--- src/rtl/mem_stage.sv ---
// mem_stage: memory-access stage; builds final write-back value (load / mul-div / ALU). Optional MS_ALE_CHECK_EN adds misaligned-load flag at bus bit 70.
// Latency: one register stage from exe; load and mul data are sampled in the first MS cycle and held until the instruction leaves.
// Backpressure: ms_allowin drops while an instruction is held and ws_allowin=0; the result stays stable for any stall length.
module mem_stage (
  input  logic        clk,
  input  logic        resetn,
  input  logic        ws_allowin,
  output logic        ms_allowin,
  input  logic        es_to_ms_valid,
  input  logic [77:0] es_to_ms_bus,
  output logic        ms_to_ws_valid,
`ifdef MS_ALE_CHECK_EN
  output logic [70:0] ms_to_ws_bus,
`else
  output logic [69:0] ms_to_ws_bus,
`endif
  output logic [38:0] ms_to_ds_forward_bus,
  output logic        ms_to_ds_valid,
  input  logic [31:0] data_sram_rdata,
  input  logic [63:0] mul_result,
  input  logic [31:0] div_quotient,
  input  logic [31:0] div_remainder
);

  typedef struct packed {
    logic        sign_ext;
    logic [1:0]  mem_size;
    logic [3:0]  mul_div_op;
    logic        load_op;
    logic        gr_we;
    logic [4:0]  dest;
    logic [31:0] alu_result;
    logic [31:0] pc;
  } es_bus_t;

  logic        ms_valid;
  logic        ms_first;
  logic        ms_ready_go;
  es_bus_t     bus_r;
  logic [31:0] rdata_buf;
  logic [63:0] mul_buf;

  logic [31:0] mem_word;
  logic [63:0] prod;
  logic [1:0]  off;
  logic [7:0]  byte_v;
  logic [15:0] half_v;
  logic [31:0] load_data;
  logic [31:0] final_result;
  logic        forward_enable;
  logic        ws_gr_we;

  assign ms_ready_go    = 1'b1;
  assign ms_allowin     = !ms_valid || (ms_ready_go && ws_allowin);
  assign ms_to_ws_valid = ms_valid && ms_ready_go;
  assign ms_to_ds_valid = ms_valid;

  always_ff @(posedge clk or negedge resetn) begin
    if (!resetn) begin
      ms_valid  <= 1'b0;
      ms_first  <= 1'b0;
      bus_r     <= '0;
      rdata_buf <= '0;
      mul_buf   <= '0;
    end else begin
      // SRAM and multiplier outputs are only valid in the first MS cycle
      if (ms_valid && ms_first) begin
        rdata_buf <= data_sram_rdata;
        mul_buf   <= mul_result;
      end
      if (ms_allowin) begin
        ms_valid <= es_to_ms_valid;
        bus_r    <= es_to_ms_bus;
        ms_first <= es_to_ms_valid;
      end else begin
        ms_first <= 1'b0;
      end
    end
  end

  assign mem_word = ms_first ? data_sram_rdata : rdata_buf;
  assign prod     = ms_first ? mul_result : mul_buf;
  assign off      = bus_r.alu_result[1:0];

  always_comb begin
    byte_v = mem_word[7:0];
    case (off)
      2'd0: byte_v = mem_word[7:0];
      2'd1: byte_v = mem_word[15:8];
      2'd2: byte_v = mem_word[23:16];
      2'd3: byte_v = mem_word[31:24];
      default: byte_v = mem_word[7:0];
    endcase
  end

  assign half_v = off[1] ? mem_word[31:16] : mem_word[15:0];

  // mem_size==11 falls into the byte branch
  always_comb begin
    load_data = mem_word;
    if (bus_r.mem_size[0]) begin
      load_data = {{24{bus_r.sign_ext & byte_v[7]}}, byte_v};
    end else if (bus_r.mem_size[1]) begin
      load_data = {{16{bus_r.sign_ext & half_v[15]}}, half_v};
    end
  end

  always_comb begin
    final_result = bus_r.alu_result;
    if (bus_r.load_op) begin
      final_result = load_data;
    end else if (bus_r.mul_div_op[0]) begin
      final_result = prod[31:0];
    end else if (bus_r.mul_div_op[1]) begin
      final_result = prod[63:32];
    end else if (bus_r.mul_div_op[2]) begin
      final_result = div_quotient;
    end else if (bus_r.mul_div_op[3]) begin
      final_result = div_remainder;
    end
  end

`ifdef MS_ALE_CHECK_EN
  logic ale;
  assign ale = ms_valid && bus_r.load_op &&
               ((bus_r.mem_size[1] && off[0]) || (bus_r.mem_size == 2'b00 && off != 2'b00));
  assign ws_gr_we       = bus_r.gr_we && !ale;
  assign forward_enable = ms_valid && bus_r.gr_we && (bus_r.dest != 5'd0) && !ale;
  assign ms_to_ws_bus   = {ale, ws_gr_we, bus_r.dest, final_result, bus_r.pc};
`else
  assign ws_gr_we       = bus_r.gr_we;
  assign forward_enable = ms_valid && bus_r.gr_we && (bus_r.dest != 5'd0);
  assign ms_to_ws_bus   = {ws_gr_we, bus_r.dest, final_result, bus_r.pc};
`endif

  // result is always final here, so decode never needs to stall on MS
  assign ms_to_ds_forward_bus = {1'b0, forward_enable, bus_r.dest, final_result};

endmodule
--- config.mk ---
export PLATFORM = sky130hd
export DESIGN_NAME = mem_stage
export DESIGN_NICKNAME = d
export VERILOG_FILES = /design/src/rtl/mem_stage.sv
export SDC_FILE = /design/constraint.sdc
export NUM_CORES = 1
export LEC_CHECK = 0
export CORE_MARGIN = 2
export CORE_UTILIZATION = 40
export CTS_CLUSTER_DIAMETER = 80
export DETAILED_ROUTE_END_ITERATION = 8
export PLACE_DENSITY = 0.81
export SLEW_MARGIN = 30
export SYNTH_ARGS = -nofsm -noshare
export SYNTH_HDL_FRONTEND = slang
export SYNTH_SLANG_ARGS = --single-unit
--- constraint.sdc ---
create_clock -name clk -period 5 [get_ports clk]
set_clock_uncertainty 0.15 [all_clocks]
set_input_delay 1.5 -clock clk [delete_from_list [all_inputs] [get_ports clk]]
set_output_delay 1.5 -clock clk [all_outputs]
set_load 0.02 [all_outputs]
# After elaboration in Yosys (flattened, before gate mapping)
# Cells that the tools add are included.
[totals]
register_bits = 176
out_inout_bits = 112
elab_cells = 36
[op_classes]
n_eq_ne = 3
mux = 12
bitwise_logic = 2
reduce_logical = 7
[ops]
columns = ["cell", "count"]
rows = [
  ["two-way mux 32 bit", 8],
  ["two-way mux 64 bit", 1],
  ["one-hot mux 8 bit (4 select lines)", 1],
  ["two-way mux 16 bit", 1],
  ["nonzero test 5 bit", 1],
  ["equality test 2 bit, second input constant", 2],
  ["logical AND 1 bit", 3],
  ["bitwise AND 1 bit", 2],
  ["equality test 2 x 1 -> 1 bit, second input constant", 1],
  ["zero test 2 bit", 1],
  ["zero test 1 bit", 1],
  ["logical OR 1 bit", 1],
  ["two-way mux 1 bit", 1],
]

# Depth between registers and ports, before layout
# Gate-level depths: netlist of the first run.
[logic_depth]
depth_word = 6
mapped_depth = 8
depth_no_buf = 4

# Least setup slack after synthesis of the first run
# No wires, ideal clock.
[synth_timing]
path_kind = "input to output"
from = "input port data_sram_rdata[23]"
to = "output port ms_to_ws_bus[43]"
t_arrival_ps = 2905
required_ps = 3350
path_slack_ps = 445
stages = 6
n_path_buf = 2
path_cell_list = "mux2i_1 -> a21oi_1 -> o2111ai_4 -> buf_6 -> a31oi_1 -> buf_4"
[synth_via]
elab_chain_cells = 5
[synth_lines]
columns = ["item", "line", "text"]
rows = [
  ["start, declared", "19", "input logic [31:0] data_sram_rdata,"],
  ["two-way mux 32 bit", "81", "assign mem_word = ms_first ? data_sram_rdata : rdata_buf;"],
  ["one-hot mux 8 bit (4 select lines)", "87", "case (off)"],
  ["bitwise AND 1 bit", "102", "load_data = {{24{bus_r.sign_ext & byte_v[7]}}, byte_v};"],
  ["two-way mux 32 bit", "101", "if (bus_r.mem_size[0]) begin"],
  ["two-way mux 32 bit", "110", "if (bus_r.load_op) begin"],
  ["end, declared", "15", "output logic [69:0] ms_to_ws_bus,"],
]
# Every way passes these cells.

# Final worst setup path of the first run
[layout_timing]
from = "input port data_sram_rdata[15]"
to = "output port ms_to_ws_bus[49]"
[layout_via]
elab_chain_cells = 6
word_cells_on_any_way = 8
cone_classes = "mux (6); bitwise (2)"
[layout_lines]
columns = ["item", "line", "text"]
rows = [
  ["two-way mux 32 bit *", "81", ""],
  ["two-way mux 16 bit", "96", "assign half_v = off[1] ? mem_word[31:16] : mem_word[15:0];"],
  ["bitwise AND 1 bit", "104", "load_data = {{16{bus_r.sign_ext & half_v[15]}}, half_v};"],
  ["two-way mux 32 bit", "103", "end else if (bus_r.mem_size[1]) begin"],
  ["two-way mux 32 bit *", "101", ""],
  ["two-way mux 32 bit *", "110", ""],
]
# Every way passes the cells marked *; elsewhere a longest branch is shown, timed or not.

==> results by group, run 1 <==
Cells and area
  – Area growth syn-to-layout: 37.8%
  – Layout cell share with drive strength beyond 1: 32.7%
  – Final core utilization: 56.3%
  – Non-Filler Instances: 1577
  – Fin nets: 1470

CTS
  – Clk pin slew, worst setup/hold paths: 0.07 ns
  – Worst skew pair latency: 0.43 ns
  – CTS max path bufs: 2
  – # hold bufs at CTS: 0
  – CTS tree: done
  – TritonCTS Sinks: 176
  – Num CTS Buffers: 17
  – CTS Root Buffer Type: clkbuf_16
  – Htree depth: 4

GRT
  – GR Util All Layers: 25.8%
  – Vias in the first global route: 9051
  – First-pass GRT wire length: 54400 um
  – Initial antenna violation count: 1
  – Largest net degree at the start of global routing: 84
  – Global route overflow: 0

Timing
  – Slew Limit Fails: 0
  – Final setup fails: 0
  – Final Hold Fails: 0
  – RSZ-0062 raised after global routing: yes
  – Max_slew headroom: 46.5%
  – Crit share post-route: 99.7%
  – Min Tclk post-route: 4.99 ns
  – Least-Margin Pin Slew: 0.803 ns
  – Max Clock Freq: 0.201 GHz

Yosys
  – Number of distinct library cells after synthesis: 39
  – Asr flop ratio synth: 100%
  – Syn nets: 1163
  – Synth top area share: 41.2%
  – Mux share of post-synthesis cell area: 34.9%
  – Seq cells post-synth: 176
  – Area contributors post-synth: dfrtp_1 (41%), mux2_2 (21%), mux2i_1 (11%), buf_4 (6.2%), a21oi_1 (2.7%)
  – Simple-gate portion of the synthesized area: 3.14%
  – Post-Syn Instances: 921
  – Synth area leader: dfrtp_1
  – Largest family of logic cells by synthesized area: multiplexers
  – Synthesized area: 10700 um2
  – Synth Area in Adders: 0%
  – Synth warn: 0
  – Seq/Total Area, Yosys: 41.2%
  – Synth Area in Compound Gates: 11.2%
  – Post-synth EDFFs: 0
  – Syn_area_per_cell: 11.6 um2
  – XOR/XNOR Fraction of Synth Area: 0%
  – Prevailing post-synth register cell: dfrtp_1

Place
  – Placer Congestion: 0.847
  – Final HPWL DP: 28000 um
  – Port-buffer cells: 352
  – Placed insts: 1544

Route
  – Via density: 5.51
  – WL per Instance: 23.0 um
  – Initial DRC count: 499
  – Vias post-DR: 8697
  – Post-route ant nets: 0
  – Initial DRT Pass Iterations: 7
  – Routed WL: 36300 um
  – DRC Markers: 14

Floorplan
  – Core ar.: 26100 um2
  – IO Count: 354
  – Total Die Area: 28000 um2
  – Die X: 167 um
  – Rows: 59
  – Starting Density: 40.9%
  – Die Y-Extent: 167 um

Setup path
  – Slowest CP cell: clkdlybuf4s50_1
  – Worst stage delay on the critical path: 0.50 ns
  – Setup slack, reg-to-reg: 2.65 ns
  – CP required: 3.35 ns
  – Critical path class: input port to primary output
  – CP Cell Sequence: clkdlybuf4s50_1 -> mux2i_1 -> o22ai_2 -> o2111ai_4 -> buf_12 -> a31oi_1 -> clkdlybuf4s15_1
  – CP Capture Type: primary output
  – Crit path max fanout: 20
  – Worst Setup Start Kind: input port
  – Worst Path Arrival: 3.34 ns

Worst hold path
  – Tightest Hold Check Type: flip-flop to flip-flop

Flow run
  – Max cap viols: 0

Power
  – LEAKAGE: 6.20 nW
  – Max rail drop VDD: 0.176 mV
  – Pwr dens: 331 nW/um2

Status
  – Failing checks: design-rule violations
  – Outcome: finished, violations left
[placed cells by master (no fill, tap or decap), drive strengths merged, types with 3 or more instances in the layout]
cell type / instances
nand2: 43
o22ai: 7
clkinv: 4
a31oi: 29
o22a: 7
o211ai: 24
a211oi: 7
clkdlybuf4s15: 3
mux2: 202
a21oi: 58
mux4: 12
buf: 93
inv: 9
dlygate4sd2: 9
o21ai: 28
nand2b: 4
nor2: 10
dfrtp: 176
nand3: 5
a2bb2oi: 5
clkdlybuf4s50: 287
clkinvlp: 3
a211o: 7
mux2i: 118
a221oi: 9
clkbuf: 67
[through the flow]
stage / hold WS [ns] / power, W / instance area [um2] / setup WS, ns / TNS [ns]
after floorplan: 0.325 / 0.00288 / 10700 / 0.445 / 0
after global placement: 0.332 / 0.00364 / 14300 / -0.429 / -16.86
after detailed placement: 0.342 / 0.00369 / 14400 / -0.461 / -18.46
after CTS: 0.359 / 0.00492 / 14900 / -0.00332 / -0.00528
after global routing: 0.366 / 0.00509 / 14700 / -0.0768 / -0.176
final: 0.357 / 0.00487 / 14700 / 0.0144 / 0
[worst max-delay path: cells and delay by family]
kind,cells,cell delay [ns]
compound gates,3,0.64
mux,1,0.11
buf+inv,3,1.06
[final timing paths]
| path | startpoint | cells past startpoint | end |
|---|---|---|---|
| worst max-delay path | data_sram_rdata[15] | 7 | ms_to_ws_bus[49] |
| worst min-delay path | mul_buf[14]$_DFFE_PN0P_ | 1 | mul_buf[14]$_DFFE_PN0P_ |
| worst max register to register | ms_first$_DFF_PN0_ | 3 | mul_buf[16]$_DFFE_PN0P_ |
| worst min register to register | mul_buf[14]$_DFFE_PN0P_ | 1 | mul_buf[14]$_DFFE_PN0P_ |
| max in group asynchronous | resetn | 2 | mul_buf[51]$_DFFE_PN0P_ |
| min in group asynchronous | resetn | 1 | ms_to_ds_valid$_DFFE_PN0N_ |
[routing by layer]
layer	global-route usage, %	wire length, um	share of wire [%]
met2	41.6	17200	47
met5	0	0	0
met3	4.77	2110	5.8
met4	11.3	1470	4.1
met1	34.0	15500	43
[synth_stat cells, drive strengths merged, types with 2 or more instances]
cell type and instances:
a211o 7, a211oi 7, a21oi 58, a221oi 9, a22oi 2, a2bb2oi 5
a31oi 29, and2 2, and3 2, buf 120, clkbuf 32, dfrtp 176
inv 3, mux2 202, mux2i 118, mux4 12, nand2 43, nand2b 4
nand3 5, nor2 10, o211ai 24, o21ai 28, o22a 7, o22ai 7
o311a 2
[layout make-up]
| type | instances | area, um2 |
|---|---|---|
| Antenna cell | 1 | 2.50 |
| Clock buffer | 19 | 433 |
| Clock inverter | 13 | 125 |
| Fill cell | 2261 | 11400 |
| Inverter | 3 | 11.3 |
| Multi-Input combinational cell | 590 | 5350 |
| Sequential cell | 176 | 4410 |
| Tap cell | 335 | 419 |
| Timing Repair Buffer | 440 | 3960 |
[cells by family (layout without fill, tap and decap cells)]
kind of cell | after synthesis | in the layout
muxes | 332 | 332
AOI/OAI and AO/OA | 186 | 186
DFF | 176 | 176
buffers and inverters | 155 | 475
and+or+nand+nor | 71 | 71
other | 1 | 2
[state kept, by name (all words and copies together), names as in the netlist]
register and flops:
bus_r 40, ms_first 1, ms_to_ds_forward_bus 5, ms_to_ds_valid 1, ms_to_ws_bus 32, mul_buf 64, rdata_buf 32, ws_gr_we 1
[repair_timing]
| item | in CTS | in global routing |
|---|---|---|
| pin swaps | 0 | 0 |
| buffers inserted | 0 | 0 |
| resized for setup | 86 | 136 |
| endpoints found under the setup margin | 64 | 54 |
[report_power, final]
| group | leakage (nW) | internal, W | switching, W |
|---|---|---|---|
| Sequential | 2.05 | 0.00164 | 0.000170 |
| Combinational | 3.89 | 0.000886 | 0.000871 |
| Clock | 0.263 | 0.000658 | 0.000643 |
No activity file was read; power rests on OpenSTA's default activity.
==> run 2, diff against run 1 <==
--- a/config.mk
+++ b/config.mk
@@ -7,10 +7,8 @@
 export LEC_CHECK = 0
 export CORE_MARGIN = 2
 export CORE_UTILIZATION = 40
-export CTS_CLUSTER_DIAMETER = 80
 export DETAILED_ROUTE_END_ITERATION = 8
 export PLACE_DENSITY = 0.81
-export SLEW_MARGIN = 30
 export SYNTH_ARGS = -nofsm -noshare
 export SYNTH_HDL_FRONTEND = slang
 export SYNTH_SLANG_ARGS = --single-unit
==> constraint.sdc (replaced) <==
create_clock -name clk -period 5 [get_ports clk]
set_clock_uncertainty 0.15 [all_clocks]
set_input_delay 0.75 -clock clk [delete_from_list [all_inputs] [get_ports clk]]
set_output_delay 0.75 -clock clk [all_outputs]
set_load 0.02 [all_outputs]
==> run 2 against run 1 <==
The flow still finishes with violations (design-rule violations). Die area stayed put. Core utilization shrank 1.4 points. Register-to-register slack got worse by 0.47 ns. Maximum frequency grew 11%. Setup slack improved by 0.50 ns. Combinational power hardly changed. Final area shrank 2.4%. Critical path type is now flip-flop to primary output. Highest routed layer is now met5.
==> results by group, run 2 (synthesized netlist as in run 1, its figures left out) <==
Setup path
  – Worst Path Arrival: 3.59 ns
  – CP Capture Type: primary output
  – Worst Setup Start Kind: flip-flop
  – Critical path class: flip-flop to primary output
  – CP Launch Point: ms_first$_DFF_PN0_
  – Worst R2R Start: ms_first$_DFF_PN0_
  – Crit path max fanout: 45
  – CP required: 4.10 ns

Route
  – Routed WL: 35700 um
  – Vias post-DR: 8463
  – Via density: 5.62
  – Initial DRC count: 579
  – Post-route ant nets: 0
  – Initial DRT Pass Iterations: 8
  – WL per Instance: 23.7 um
  – DRC Markers: 14

Cells and area
  – Layout cell share with drive strength beyond 1: 23.3%
  – Most common cell after layout, fill and taps aside: clkdlybuf4s50_1
  – Area growth syn-to-layout: 34.5%
  – Top reg by flops: mul_buf
  – Most frequent cells in the layout: clkdlybuf4s50_1 (351), mux2_2 (201), dfrtp_1 (173), mux2i_1 (118), a21oi_1 (58)
  – Fin nets: 1398
  – Max reg flops: 64
  – Fillers: 2289
  – Top Registers: mul_buf x64, bus_r x40

CTS
  – Post-CTS Setup Inserts: 0
  – Htree depth: 4
  – Worst skew pair latency: 0.43 ns
  – Num CTS Buffers: 17
  – TritonCTS Sinks: 176
  – # hold bufs at CTS: 0
  – CTS max path bufs: 2
  – CTS tree: done
  – CTS Root Buffer Type: clkbuf_16
  – Post_cts resized: 0
  – Clk pin slew, worst setup/hold paths: 0.08 ns

Place
  – Port-buffer cells: 352
  – Final HPWL DP: 26900 um
  – Placer Congestion: 0.843

Power
  – Pwr dens: 342 nW/um2
  – Max rail drop VDD: 0.198 mV
  – Clk pwr share: 28.1%
  – Net switching power: 0.00167 W
  – Internal power: 0.00325 W
  – LEAKAGE: 5.83 nW
  – Sw Share: 33.9%
  – Comb pwr share: 35.2%
  – Reg power frac: 36.7%

Timing
  – Least-Margin Pin Slew: 1.07 ns
  – Sum Neg Setup Slack: 0 ns
  – Min Tclk post-route: 4.49 ns
  – Crit share post-route: 89.7%
  – RSZ-0062 raised after global routing: no
  – Max Clock Freq: 0.223 GHz
  – Final Hold Fails: 0
  – Slew Limit Fails: 0
  – Max_slew headroom: 28.4%
  – Hold Worst Slack: 0.233 ns
  – Final setup fails: 0

GRT
  – GRT met2 Usage: 40.4%
  – Global route overflow: 0
  – Largest net degree at the start of global routing: 92
  – Met1 Usage GRT: 33.0%
  – Most Crowded Layer GR: met2
  – Vias in the first global route: 8736
  – First-pass GRT wire length: 53200 um
  – Initial antenna violation count: 2
  – GR Util All Layers: 25.1%
  – M3 GR Usage: 6.05%

Floorplan
  – Total Die Area: 28000 um2
  – Die X: 167 um
  – Starting Density: 40.9%
  – Core ar.: 26100 um2
  – IO Count: 354
  – Rows: 59
  – Die Y-Extent: 167 um

Worst hold path
  – Tightest Hold Check Type: input port to async pin

Flow run
  – Max cap viols: 0

Status
  – Failing checks: design-rule violations
  – Outcome: finished, violations left
## run 2: final timing paths
path / slack [ns] / cells past startpoint / to
setup / recovery: 0.51 / 6 / ms_to_ds_forward_bus[14]
setup reg to reg: 2.18 / 3 / rdata_buf[2]$_DFFE_PN0P_
max in group asynchronous: 3.17 / 2 / bus_r[74]$_DFFE_PN0N_
min in group clk: 0.36 / 1 / mul_buf[3]$_DFFE_PN0P_
hold reg to reg: 0.36 / 1 / mul_buf[3]$_DFFE_PN0P_
hold / removal: 0.23 / 1 / ms_to_ds_forward_bus[33]$_DFFE_PN0N_
## run 2: power by group through the flow
stage               clock (W)  sequential [W]  combinational, W
floorplan                   0         0.00175           0.00113
global placement            0         0.00181           0.00170
detailed placement          0         0.00183           0.00173
CTS                   0.00141         0.00180           0.00173
global route          0.00147         0.00183           0.00183
finish                0.00138         0.00180           0.00173
## run 2: metal layers
| metal | vias up | part of all wire (%) |
|---|---|---|
| met5 | - | 0.036 |
| met4 | 2 | 3.6 |
| met3 | 48 | 7.0 |
| met2 | 382 | 48 |
| met1 | 4230 | 42 |
| li1 | 3801 | - |
## run 2: layout make-up
cell class	instances	area [um2]	area share, %
Tap cell	335	419	2.92
Sequential cell	176	4410	30.7
Inverter	3	11.3	0.0784
Antenna cell	1	2.50	0.0174
Multi-Input combinational cell	590	5280	36.8
Clock buffer	17	425	2.96
Timing Repair Buffer	368	3640	25.4
Clock inverter	15	164	1.14
## run 2: worst max-delay path: stages (launching register included)
cell and delay [ns]:
dfrtp_4 0.88, buf_4 0.58, mux2i_1 0.27, o22ai_1 0.10, a211oi_1 0.50, a31oi_1 0.15
clkdlybuf4s50_1 0.60
## run 2: per-stage QoR
| step | total power [W] | setup slack (ns) | cells | area (um2) | utilization, % |
|---|---|---|---|---|---|
| floorplan | 0.00288 | 1.94 | 921 | 10700 | - |
| CTS | 0.00495 | 0.528 | 1504 | 14400 | 54.9 |
| finish | 0.00491 | 0.514 | 1505 | 14400 | 54.9 |
| detailed placement | 0.00356 | 0.761 | 1472 | 13800 | 52.7 |
| global placement | 0.00352 | 0.771 | 1472 | 13800 | 52.7 |
| global route | 0.00513 | 0.289 | 1505 | 14400 | 54.9 |
